===== src/rtl/uart_pkg.sv =====
// Shared UART definitions.
//   uart_rx_state_t      receiver FSM states
//   DEFAULT_CLK_PER_BIT  clocks per bit at 100 MHz / 115200 baud (shared with the transmitter)
//   majority3            2-of-3 vote used to reject single-cycle noise on the line
package uart_pkg;

  typedef enum logic [2:0] {
    IDLE,
    START,
    DATA,
    STOP,
    BREAK
  } uart_rx_state_t;

  localparam int DEFAULT_CLK_PER_BIT = 868;

  function automatic logic majority3(input logic [2:0] v);
    return (v[0] & v[1]) | (v[1] & v[2]) | (v[0] & v[2]);
  endfunction

endpackage


===== src/rtl/bit_sync_2ff.sv =====
// Two-flop synchronizer for a single asynchronous input.
//   clock  in  system clock
//   reset  in  synchronous, active-high; both flops load RESET_VALUE
//   d      in  asynchronous input
//   q      out input resolved into the clock domain (2-cycle latency)
module bit_sync_2ff #(
  parameter logic RESET_VALUE = 1'b0
) (
  input  logic clock,
  input  logic reset,
  input  logic d,
  output logic q
);

  logic meta;

  // NOTE: flops are written with <= so every register samples the value from
  // before the edge; blocking here would collapse the two stages into one.
  always_ff @(posedge clock) begin
    if (reset) begin
      meta <= RESET_VALUE;
      q    <= RESET_VALUE;
    end else begin
      meta <= d;
      q    <= meta;
    end
  end

endmodule


===== src/rtl/uart_byte_receiver.sv =====
// 8N1 UART receiver, LSB first, idle-high line.
//   clock      in  system clock, all state on posedge
//   reset      in  synchronous, active-high
//   rxd        in  asynchronous serial input
//   rx_ready   out 1-cycle strobe, rdata holds a newly received good byte
//   rdata      out last good byte, stable until the next rx_ready
//   frame_err  out 1-cycle strobe, stop bit sampled low
//   busy       out high whenever the FSM is not idle
module uart_byte_receiver
  import uart_pkg::*;
#(
  parameter int CLK_PER_BIT = DEFAULT_CLK_PER_BIT,
  parameter int CNT_W       = 16
) (
  input  logic       clock,
  input  logic       reset,
  input  logic       rxd,
  output logic       rx_ready,
  output logic [7:0] rdata,
  output logic       frame_err,
  output logic       busy
);

  localparam logic [CNT_W-1:0] SAMPLE_POINT = CNT_W'(CLK_PER_BIT / 2);
  localparam logic [CNT_W-1:0] BIT_LAST     = CNT_W'(CLK_PER_BIT - 1);

  logic           rs;
  logic [2:0]     hist;
  logic           maj;
  uart_rx_state_t state, state_next;
  logic [CNT_W-1:0] counter, counter_next;
  logic [2:0]     bit_idx, bit_idx_next;
  logic [7:0]     shift, shift_next;
  logic [7:0]     rdata_next;
  logic           rx_ready_next, frame_err_next;

  // Synchronizer resets to 1 so a reset never looks like a start edge.
  bit_sync_2ff #(.RESET_VALUE(1'b1)) u_rxd_sync (
    .clock (clock),
    .reset (reset),
    .d     (rxd),
    .q     (rs)
  );

  // hist[0] is rs one cycle ago, which doubles as the edge-detect history.
  assign maj  = majority3(hist);
  assign busy = (state != IDLE);

  always_ff @(posedge clock) begin
    if (reset) begin
      hist      <= 3'b111;
      state     <= IDLE;
      counter   <= '0;
      bit_idx   <= '0;
      shift     <= '0;
      rdata     <= '0;
      rx_ready  <= 1'b0;
      frame_err <= 1'b0;
    end else begin
      hist      <= {hist[1:0], rs};
      state     <= state_next;
      counter   <= counter_next;
      bit_idx   <= bit_idx_next;
      shift     <= shift_next;
      rdata     <= rdata_next;
      rx_ready  <= rx_ready_next;
      frame_err <= frame_err_next;
    end
  end

  // START centres the counter on the middle of the start bit; from then on
  // DATA and STOP sample at the counter wrap, one full bit period apart.
  always_comb begin
    // NOTE: every output of this block gets a default first, so no path
    // leaves a variable unassigned and no latch is inferred.
    state_next     = state;
    counter_next   = counter + CNT_W'(1);
    bit_idx_next   = bit_idx;
    shift_next     = shift;
    rdata_next     = rdata;
    rx_ready_next  = 1'b0;
    frame_err_next = 1'b0;

    case (state)
      IDLE: begin
        counter_next = '0;
        if (!rs && hist[0]) state_next = START;
      end

      START: begin
        if (counter == SAMPLE_POINT) begin
          counter_next = '0;
          bit_idx_next = '0;
          state_next   = maj ? IDLE : DATA;
        end
      end

      DATA: begin
        if (counter == BIT_LAST) begin
          counter_next = '0;
          shift_next   = {maj, shift[7:1]};
          bit_idx_next = bit_idx + 3'd1;
          if (bit_idx == 3'd7) state_next = STOP;
        end
      end

      STOP: begin
        if (counter == BIT_LAST) begin
          counter_next = '0;
          if (maj) begin
            rdata_next    = shift;
            rx_ready_next = 1'b1;
            state_next    = IDLE;
          end else begin
            frame_err_next = 1'b1;
            state_next     = BREAK;
          end
        end
      end

      BREAK: begin
        // Hold off until the line is released so a stuck-low pin is not
        // decoded as a stream of 0x00 frames.
        counter_next = '0;
        if (rs) state_next = IDLE;
      end

      default: begin
        counter_next = '0;
        state_next   = IDLE;
      end
    endcase
  end

endmodule


===== config.mk =====
export PLATFORM = sky130hd
export DESIGN_NAME = uart_byte_receiver
export DESIGN_NICKNAME = d
export VERILOG_FILES = /design/src/rtl/uart_pkg.sv /design/src/rtl/bit_sync_2ff.sv /design/src/rtl/uart_byte_receiver.sv
export SDC_FILE = /design/constraint.sdc
export NUM_CORES = 1
export LEC_CHECK = 0
export ABC_AREA = 1
export CORE_UTILIZATION = 53
export DETAILED_ROUTE_END_ITERATION = 6
export DONT_BUFFER_PORTS = 1
export MAX_ROUTING_LAYER = met4
export PLACE_DENSITY = 0.8
export SYNTH_ARGS = -nofsm -noshare
export SYNTH_HDL_FRONTEND = slang
export SYNTH_SLANG_ARGS = --single-unit
export TNS_END_PERCENT = 100

===== constraint.sdc =====
create_clock -name clock -period 2.1 [get_ports clock]
set_input_delay 0 -clock clock [delete_from_list [all_inputs] [get_ports clock]]
set_output_delay 0 -clock clock [all_outputs]
set_load 0.02 [all_outputs]

==> reports/results.ini, run 1 <==
[route]
wirelength_um = 3620
postRouteAntennaNets = 0
wl_per_cell_um = 10.6
vias = 1681
dr.first_iter.drc_count = 91
vias_per_cell = 4.92
dr.pass1.iters = 4
drc = 0

[critical_path]
crit_top_cell = nand2_1
crit_fanout = 17
worst-setup-path-type = reg -> reg
r2r_setup_slack_ns = 0.40
crit_required_ns = 2.34
critPathMaxStageDelay_ns = 0.38
path_cells = ha_1, nand2_1, nor2_4, nand3_2, nand2_2, nand2_2, nand2_1, nand2_1, nor2_1
r2r-end = bit_idx[2]
critical_path.endpoint = bit_idx[2]
cp-startpoint = counter[1]
cp.depth = 9
reg2reg_depth = 9
reg2reg_from = counter[1]
cp-start-kind = register
path_buf_inv = 0
worstPathArrival_ns = 1.94
crit_slowest_cell = dfxtp_1
critPathTopFamily = simple AND/OR/NAND/NOR gates
cp-end-kind = register

[placement]
port-buffer-count = 0
dp_hpwl_um = 2560
gp_congestion = 0.900

[layout]
fin_util = 0.607
final_cell_mix = nand2_1 (50), nor2_1 (45), dfxtp_1 (45)
fillers = 343
layout_commonest_cell = nand2_1
nets = 300
drive_above_1_share = 0.139
area_growth_pct = 6.21
diodes = 0

[floorplan]
fp.dieH_um = 65.8
die_x_um = 65.8
core_um2 = 3770
die_area_um2 = 4320
rows = 22
ios = 14
start_util = 0.571

[clock_tree]
clkLatencyLatePin_ns = 0.30
cts_tree = yes
cts_made_buffers = 5
htreeDepth = 2
postCtsSetupBuffers = 0
root_buffer = clkbuf_8
clk_pin_slew_ns = 0.08
hold_buffers = 2
cts_buffer_depth = 2
cts_resized = 0
clkSinkCount = 45

[global_routing]
gr-usage-met1 = 0.242
grt_start_max_net_pins = 26
overflow = 0
grtUsageTotal = 0.205
gr-usage-met2 = 0.328
grt_pass1_vias = 1587
grtUsageMet3 = 0.0434
grt_antenna_before_repair = 0
top_usage_layer = met2
grt_pass1_wl_um = 6530

[synth]
synth_ff_type = dfxtp_1
synth.distinct_cells = 27
synth_seq_cells = 45
async_reset_ff_frac = 0
syn_avg_cell_area_um2 = 7.43
yosysSeqAreaShare = 0.418
synth_area_um2 = 2150
ys_warn_count = 0
syn_nets = 297
postSynthCellCount = 290
synth_edf_count = 0

[power_and_ir_drop]
peakVddDrop_uv = 702
seqPwrFrac = 0.439
p_per_area_nw_per_um2 = 946
clock_power_share = 0.300
p_sw_uw = 719
p_leak_nw = 0.929
swShare = 0.332
power_frac_comb = 0.261
power.total_mw = 2.16
internal-power_mw = 1.45

[timing]
fin_crit_sh = 0.810
setup-violations-final = 0
worstMarginPinSlew_ns = 0.680
min_period_ns = 1.70
slew_viol_final = 0
finClkSkew_ns = 0.00339
clock.fmax_mhz = 588
timing_hold_violations_final = 0
rsz0062_at_grt = no
fin_setup_tns_ns = 0
slew_headroom = 0.546

[flow_run]
max_cap_violations = 0

[run_status]
status = finished clean

[hold_path]
hold_path_class = in -> reg

synth_stat cells (2+ instances only):
library cell / instances / share of area
inv_1: 44 / 0.077
dfxtp_1: 45 / 0.42
nand2_4: 3 / 0.016
nor2_1: 45 / 0.078
buf_6: 2 / 0.010
nand2_1: 50 / 0.087
or2_2: 4 / 0.012
clkbuf_1: 2 / 0.0035
nor2_4: 3 / 0.016
ha_1: 4 / 0.023
nand2_2: 5 / 0.015
nand3_2: 2 / 0.0093
o21ai_0: 21 / 0.049
inv_2: 4 / 0.0070
a21oi_1: 8 / 0.019
nor2_2: 11 / 0.032
nor3_1: 3 / 0.0070
xnor2_1: 5 / 0.020
nand3_1: 15 / 0.035
nand4_1: 3 / 0.0087
xor2_1: 5 / 0.020
through the flow:
stage                     cells  hold WS [ns]  instance area, um^2  setup WS (ns)
after floorplan             290        0.0780                 2150          0.659
after global placement      332        0.0972                 2160          0.511
after detailed placement    332        0.0936                 2160          0.431
after CTS                   342         0.161                 2290          0.401
after global routing        342         0.217                 2290          0.198
final                       342         0.167                 2290          0.399
layer usage:
metal  part of all wire  routed length (um)  up-vias
met4              0.016                  59        0
met5                  0                   0        -
met1               0.48                1740      748
met2               0.46                1670       36
li1                   -                   -      893
met3              0.039                 143        4
registers in the layout, indices dropped and copies added (netlist names):
name             flops
rdata                8
rx_ready             1
u_rxd_sync.meta      1
counter             16
hist                 3
state                3
bit_idx              3
shift                8
u_rxd_sync.q         1
frame_err            1
how the worst min path moves through the flow:
stage	start	endpoint	slack, ns	cells after the start
3_3_place_gp	reset	frame_err	0.1	1
2_1_floorplan	reset	frame_err	0.08	1
3_5_place_dp	reset	frame_err	0.09	1
4_1_cts	reset	hist[0]	0.16	2
6_report	reset	hist[2]	0.17	2
5_1_grt	reset	hist[2]	0.22	2
power by group through the flow:
stage	Combinational [mW]	Sequential, mW	Clock [mW]
after global routing	0.650	0.957	0.704
final	0.565	0.950	0.649
after CTS	0.569	0.951	0.671
after detailed placement	0.563	0.971	0
after global placement	0.545	0.969	0
after floorplan	0.499	0.961	0
cell type report:
class	count	area, um^2	share of cell area
multi-input combinational	191	1020	0.444
clock buffer	6	72.6	0.0317
clock inverter	2	38.8	0.0169
inverter	48	180	0.0787
timing repair buffer	2	20.0	0.00875
sequential	45	901	0.394
tap	48	60.1	0.0262
cell families after synthesis:
kind of cell    after synthesis  synth area share
simple gates                146             0.328
flops                        45             0.418
buf+inv                      54             0.110
xor+xnor                     10            0.0406
compound gates               31            0.0801
fa+ha+maj                     4            0.0232
No activity file was read; power rests on OpenSTA's default activity.
==> run 2, diff against run 1 <==
Settings changed: PLACE_DENSITY 0.8 to 0.83.
Clock period 2.1 ns to 1.45 ns, I/O delays scaled along.
==> reports/results.ini, run 2 (synthesis results as in run 1) <==
[floorplan]
core_um2 = 3770
die_area_um2 = 4320
die_x_um = 65.8
ios = 14
fp.dieH_um = 65.8
rows = 22
start_util = 0.571

[timing]
worstMarginPinSlew_ns = 0.277
slew_viol_final = 0
clock.fmax_mhz = 648
fin_crit_sh = 1.06
finClkSkew_ns = 0.00402
fin_ws_ns = -0.0938
rsz0062_at_grt = yes
worst_hold_slack_ns = 0.0714
fin_setup_tns_ns = -1.30
setup-violations-final = 19
timing_hold_violations_final = 0
min_period_ns = 1.54
slew_headroom = 0.814

[critical_path]
path_buf_inv = 2
reg2reg_from = counter[6]
critPathMaxStageDelay_ns = 0.34
worstPathArrival_ns = 1.74
crit_fanout = 8
path_cells = buf_4, nor2_1, nand2_1, nor2_1, nand2_1, nand2_4, nand2_4, o211ai_4, clkbuf_16, nor2_2
cp-end-kind = register
critPathTopFamily = simple AND/OR/NAND/NOR gates
crit_slowest_cell = dfxtp_1
worst-setup-path-type = reg -> reg
cp-startpoint = counter[6]
crit_required_ns = 1.64
cp-start-kind = register

[flow_run]
max_cap_violations = 0

[clock_tree]
cts_made_buffers = 5
htreeDepth = 2
cts_buffer_depth = 2
clkSinkCount = 45
clkLatencyLatePin_ns = 0.30
root_buffer = clkbuf_8
cts_tree = yes
clk_pin_slew_ns = 0.08

[route]
dr.first_iter.drc_count = 99
wl_per_cell_um = 12.4
vias = 1802
drc = 0
dr.pass1.iters = 4
vias_per_cell = 4.84
wirelength_um = 4600
postRouteAntennaNets = 0

[power_and_ir_drop]
peakVddDrop_uv = 1070
power.total_mw = 3.61
p_leak_nw = 1.13
p_per_area_nw_per_um2 = 1320

[global_routing]
overflow = 0
grt_pass1_wl_um = 7600
grt_antenna_before_repair = 0
grt_pass1_vias = 1762
grt_start_max_net_pins = 25
grtUsageTotal = 0.242

[hold_path]
hold_path_class = in -> reg
holdCritStartpoint = reset

[layout]
layout_commonest_cell = nand2_1
top_register = counter
fin_util = 0.722
nets = 330
stdcell_area_um2 = 2720
largest_reg_flops = 16
reg_top3 = counter x16, rdata x8, shift x8
area_growth_pct = 26.4
diodes = 0
final_cell_mix = nand2_1 (45), inv_1 (42), dfxtp_1 (37)
final_cells = 372
drive_above_1_share = 0.330
fillers = 256

[run_status]
status = finished, violations left
violations = setup timing

[placement]
port-buffer-count = 0
place_area_um2 = 2380
gp_congestion = 0.937
dp_hpwl_um = 2850
dpl_worst_slack_ns = -0.0410
dp_cells = 358

==> run 2: cell count changes in the layout (fill, tap and decap cells not counted), moves of 3 or more <==
cell	delta
dfxtp_1	-8
nor2_4	+4
o21ai_1	+3
nor2_1	-13
nor2_2	+9
nand2_1	-5
o21ai_0	-3
buf_4	+25
dfxtp_2	+8
nand2_2	+4
==> run 2: report_power, final <==
| group | switching, mW | internal (mW) | total [mW] |
|---|---|---|---|
| clock network | 0.423 | 0.684 | 1.11 |
| logic | 0.658 | 0.450 | 1.11 |
| registers | 0.0733 | 1.32 | 1.39 |
==> run 2: what timing repair did <==
action,in CTS,in global routing
setup endpoints to repair,36,39
buffers inserted,2,1
hold buffers,2,0
endpoints found under the hold margin,5,0
gates resized for setup,16,35
cloned,1,0
pin swaps,8,4
==> run 2: worst register-to-register path: stages (launching register included) <==
cell       delay [ns]
dfxtp_1          0.34
buf_4            0.14
nor2_1           0.11
nand2_1          0.08
nor2_1           0.13
nand2_1          0.12
nand2_4          0.11
nand2_4          0.06
o211ai_4         0.10
clkbuf_16        0.21
nor2_2           0.03
==> run 2: layout make-up <==
cell class	count	area [um^2]	share of cell area
clock buffer	5	68.8	0.0253
clock inverter	3	65.1	0.0239
inverter	48	185	0.0680
multi-input combinational	191	1140	0.418
sequential	45	911	0.334
tap	48	60.1	0.0220
timing repair buffer	32	295	0.108
==> run 2: worst paths after layout <==
kind,endpoint,slack (ns),cells past startpoint
worst max-delay path,counter[2],-0.09,10
worst max register to register,counter[2],-0.09,10
worst min register to register,u_rxd_sync.q,0.43,1
worst min-delay path,hist[2],0.07,3
==> run 2: layer usage <==
metal | vias to the layer above | wire, um | share of wire | track usage
li1 | 953 | - | - | -
met2 | 44 | 2230 | 0.48 | 0.394
met5 | - | 0 | 0 | -
met4 | 0 | 101 | 0.022 | 0.109
met3 | 9 | 190 | 0.041 | 0.0625
met1 | 796 | 2080 | 0.45 | 0.277
==> run 3, diff against run 2 <==
Settings changed: CORE_UTILIZATION 53 to 40, PLACE_DENSITY 0.83 to 0.68.
==> reports/results.ini, run 3 (synthesis results as in run 1) <==
[run_status]
status = finished, violations left
violations = setup timing

[placement]
port-buffer-count = 0
dpl_worst_slack_ns = -0.0701
dp_hpwl_um = 2950
gp_congestion = 0.892

[critical_path]
cp.depth = 9
crit_slowest_cell = dfxtp_4
r2r_setup_slack_ns = -0.02
worst-setup-path-type = reg -> reg
reg2reg_depth = 9
path_cells = ha_4, nand2_4, nor2_4, nand2_2, nand2_4, nand2_4, o211ai_4, clkbuf_16, nor2_2
critPathTopFamily = simple AND/OR/NAND/NOR gates
cp-startpoint = counter[0]
crit_top_cell = nand2_4
critPathMaxStageDelay_ns = 0.39
cp-start-kind = register
critical_path.endpoint = counter[15]
worstPathArrival_ns = 1.67
cp-end-kind = register
r2r-end = counter[15]
crit_fanout = 4
path_buf_inv = 1
crit_required_ns = 1.64
reg2reg_from = counter[0]

[power_and_ir_drop]
p_sw_mw = 1.17
power_frac_comb = 0.337
seqPwrFrac = 0.423
peakVddDrop_uv = 635
internal-power_mw = 2.13
p_leak_nw = 1.17
swShare = 0.355
p_per_area_nw_per_um2 = 1190
clock_power_share = 0.240

[global_routing]
grt_start_max_net_pins = 17
overflow = 0
grtUsageTotal = 0.169
grt_pass1_wl_um = 7160
grt_pass1_vias = 1657
grt_antenna_before_repair = 0

[route]
wirelength_um = 4470
vias = 1833
vias_per_cell = 4.56
wl_per_cell_um = 11.1
drc = 0
dr.first_iter.drc_count = 57
dr.pass1.iters = 4
postRouteAntennaNets = 0

[clock_tree]
cts_made_buffers = 5
clkLatencyLatePin_ns = 0.30
htreeDepth = 2
clk_pin_slew_ns = 0.09
cts_buffer_depth = 2
clkSinkCount = 45
root_buffer = clkbuf_8
cts_tree = yes

[flow_run]
max_cap_violations = 0

[layout]
area_growth_pct = 28.4
nets = 338
layout_commonest_cell = nand2_1
drive_above_1_share = 0.346
top_register = counter
largest_reg_flops = 16
diodes = 0
final_cell_mix = nand2_1 (48), inv_1 (41), dfxtp_1 (34)
reg_top3 = counter x16, rdata x8, shift x8

[timing]
fin_crit_sh = 1.02
setup-violations-final = 4
timing_hold_violations_final = 0
worstMarginPinSlew_ns = 0.385
fin_ws_ns = -0.0219
slew_headroom = 0.743
finClkSkew_ns = 0.0105
rsz0062_at_grt = yes
slew_viol_final = 0
min_period_ns = 1.47
worst_hold_slack_ns = 0.0803
clock.fmax_mhz = 679

[hold_path]
holdCritStartpoint = reset
min_path_cells = 3
hold_path_class = in -> reg

[floorplan]
core_um2 = 5140
rows = 26
ios = 14
die_x_um = 75.4
fp.dieH_um = 75.4
die_area_um2 = 5680
start_util = 0.419

## run 3: cell types whose count changed in the layout (fill, tap and decap cells not counted), moves of 3 or more
cell     delta
dfxtp_1     -3
o21ai_0    -12
buf_4       +8
nand2_2     -4
o21ai_1    +11
nand2_1     +3
## run 3: through the flow
stage	TNS (ns)	instance area, um^2	instances	util	total power, mW
after floorplan	0	2150	290	-	2.11
after CTS	-0.0107	2630	395	0.511	3.22
after detailed placement	-1.75	2430	384	0.474	2.37
final	-0.0719	2770	402	0.538	3.30
after global routing	-1.18	2770	402	0.538	3.53
after global placement	-0.395	2430	384	0.474	2.33
## run 3: area by class of cell
cell class / count / area [um^2]
flip-flops and latches: 45 / 920
multi-input cells: 192 / 1140
inverters: 48 / 183
fillers: 505 / 2370
well taps: 70 / 87.6
repair buffers: 39 / 344
clock inverters: 3 / 21.3
clock buffers: 5 / 68.8
## run 3: repair_timing
action,CTS,global route
gates cloned,1,1
endpoints found under the setup margin,37,38
setup buffers,0,6
hold buffers,2,0
resized for setup,19,45
hold endpoints to repair,5,0
pin swaps,11,14
## run 3: how the worst min path moves through the flow
stage                endpoint  slack [ns]
global placement     rx_ready        0.08
floorplan           frame_err        0.08
CTS                  rdata[5]        0.05
finish               state[2]        0.08
detailed placement   rx_ready        0.08
global route         rdata[5]        0.09
## run 3: tightest hold or removal path, stage by stage
cell     delay, ns
inv_1         0.16
nand2_1       0.15
nor2_2        0.04
## run 3: power by group through the flow
stage	Clock (mW)	Combinational, mW	Sequential (mW)
final	0.793	1.11	1.40
after floorplan	0	0.723	1.39
after CTS	0.820	1.01	1.38
after detailed placement	0	0.964	1.41
after global placement	0	0.932	1.40
after global routing	0.868	1.25	1.41
## run 3: routing by layer
metal	vias to the layer above	global-route usage	part of all wire
li1	971	-	-
met1	835	0.212	0.50
met2	25	0.268	0.46
met3	2	0.0437	0.032
met4	0	0.0514	0.0087
met5	-	-	0
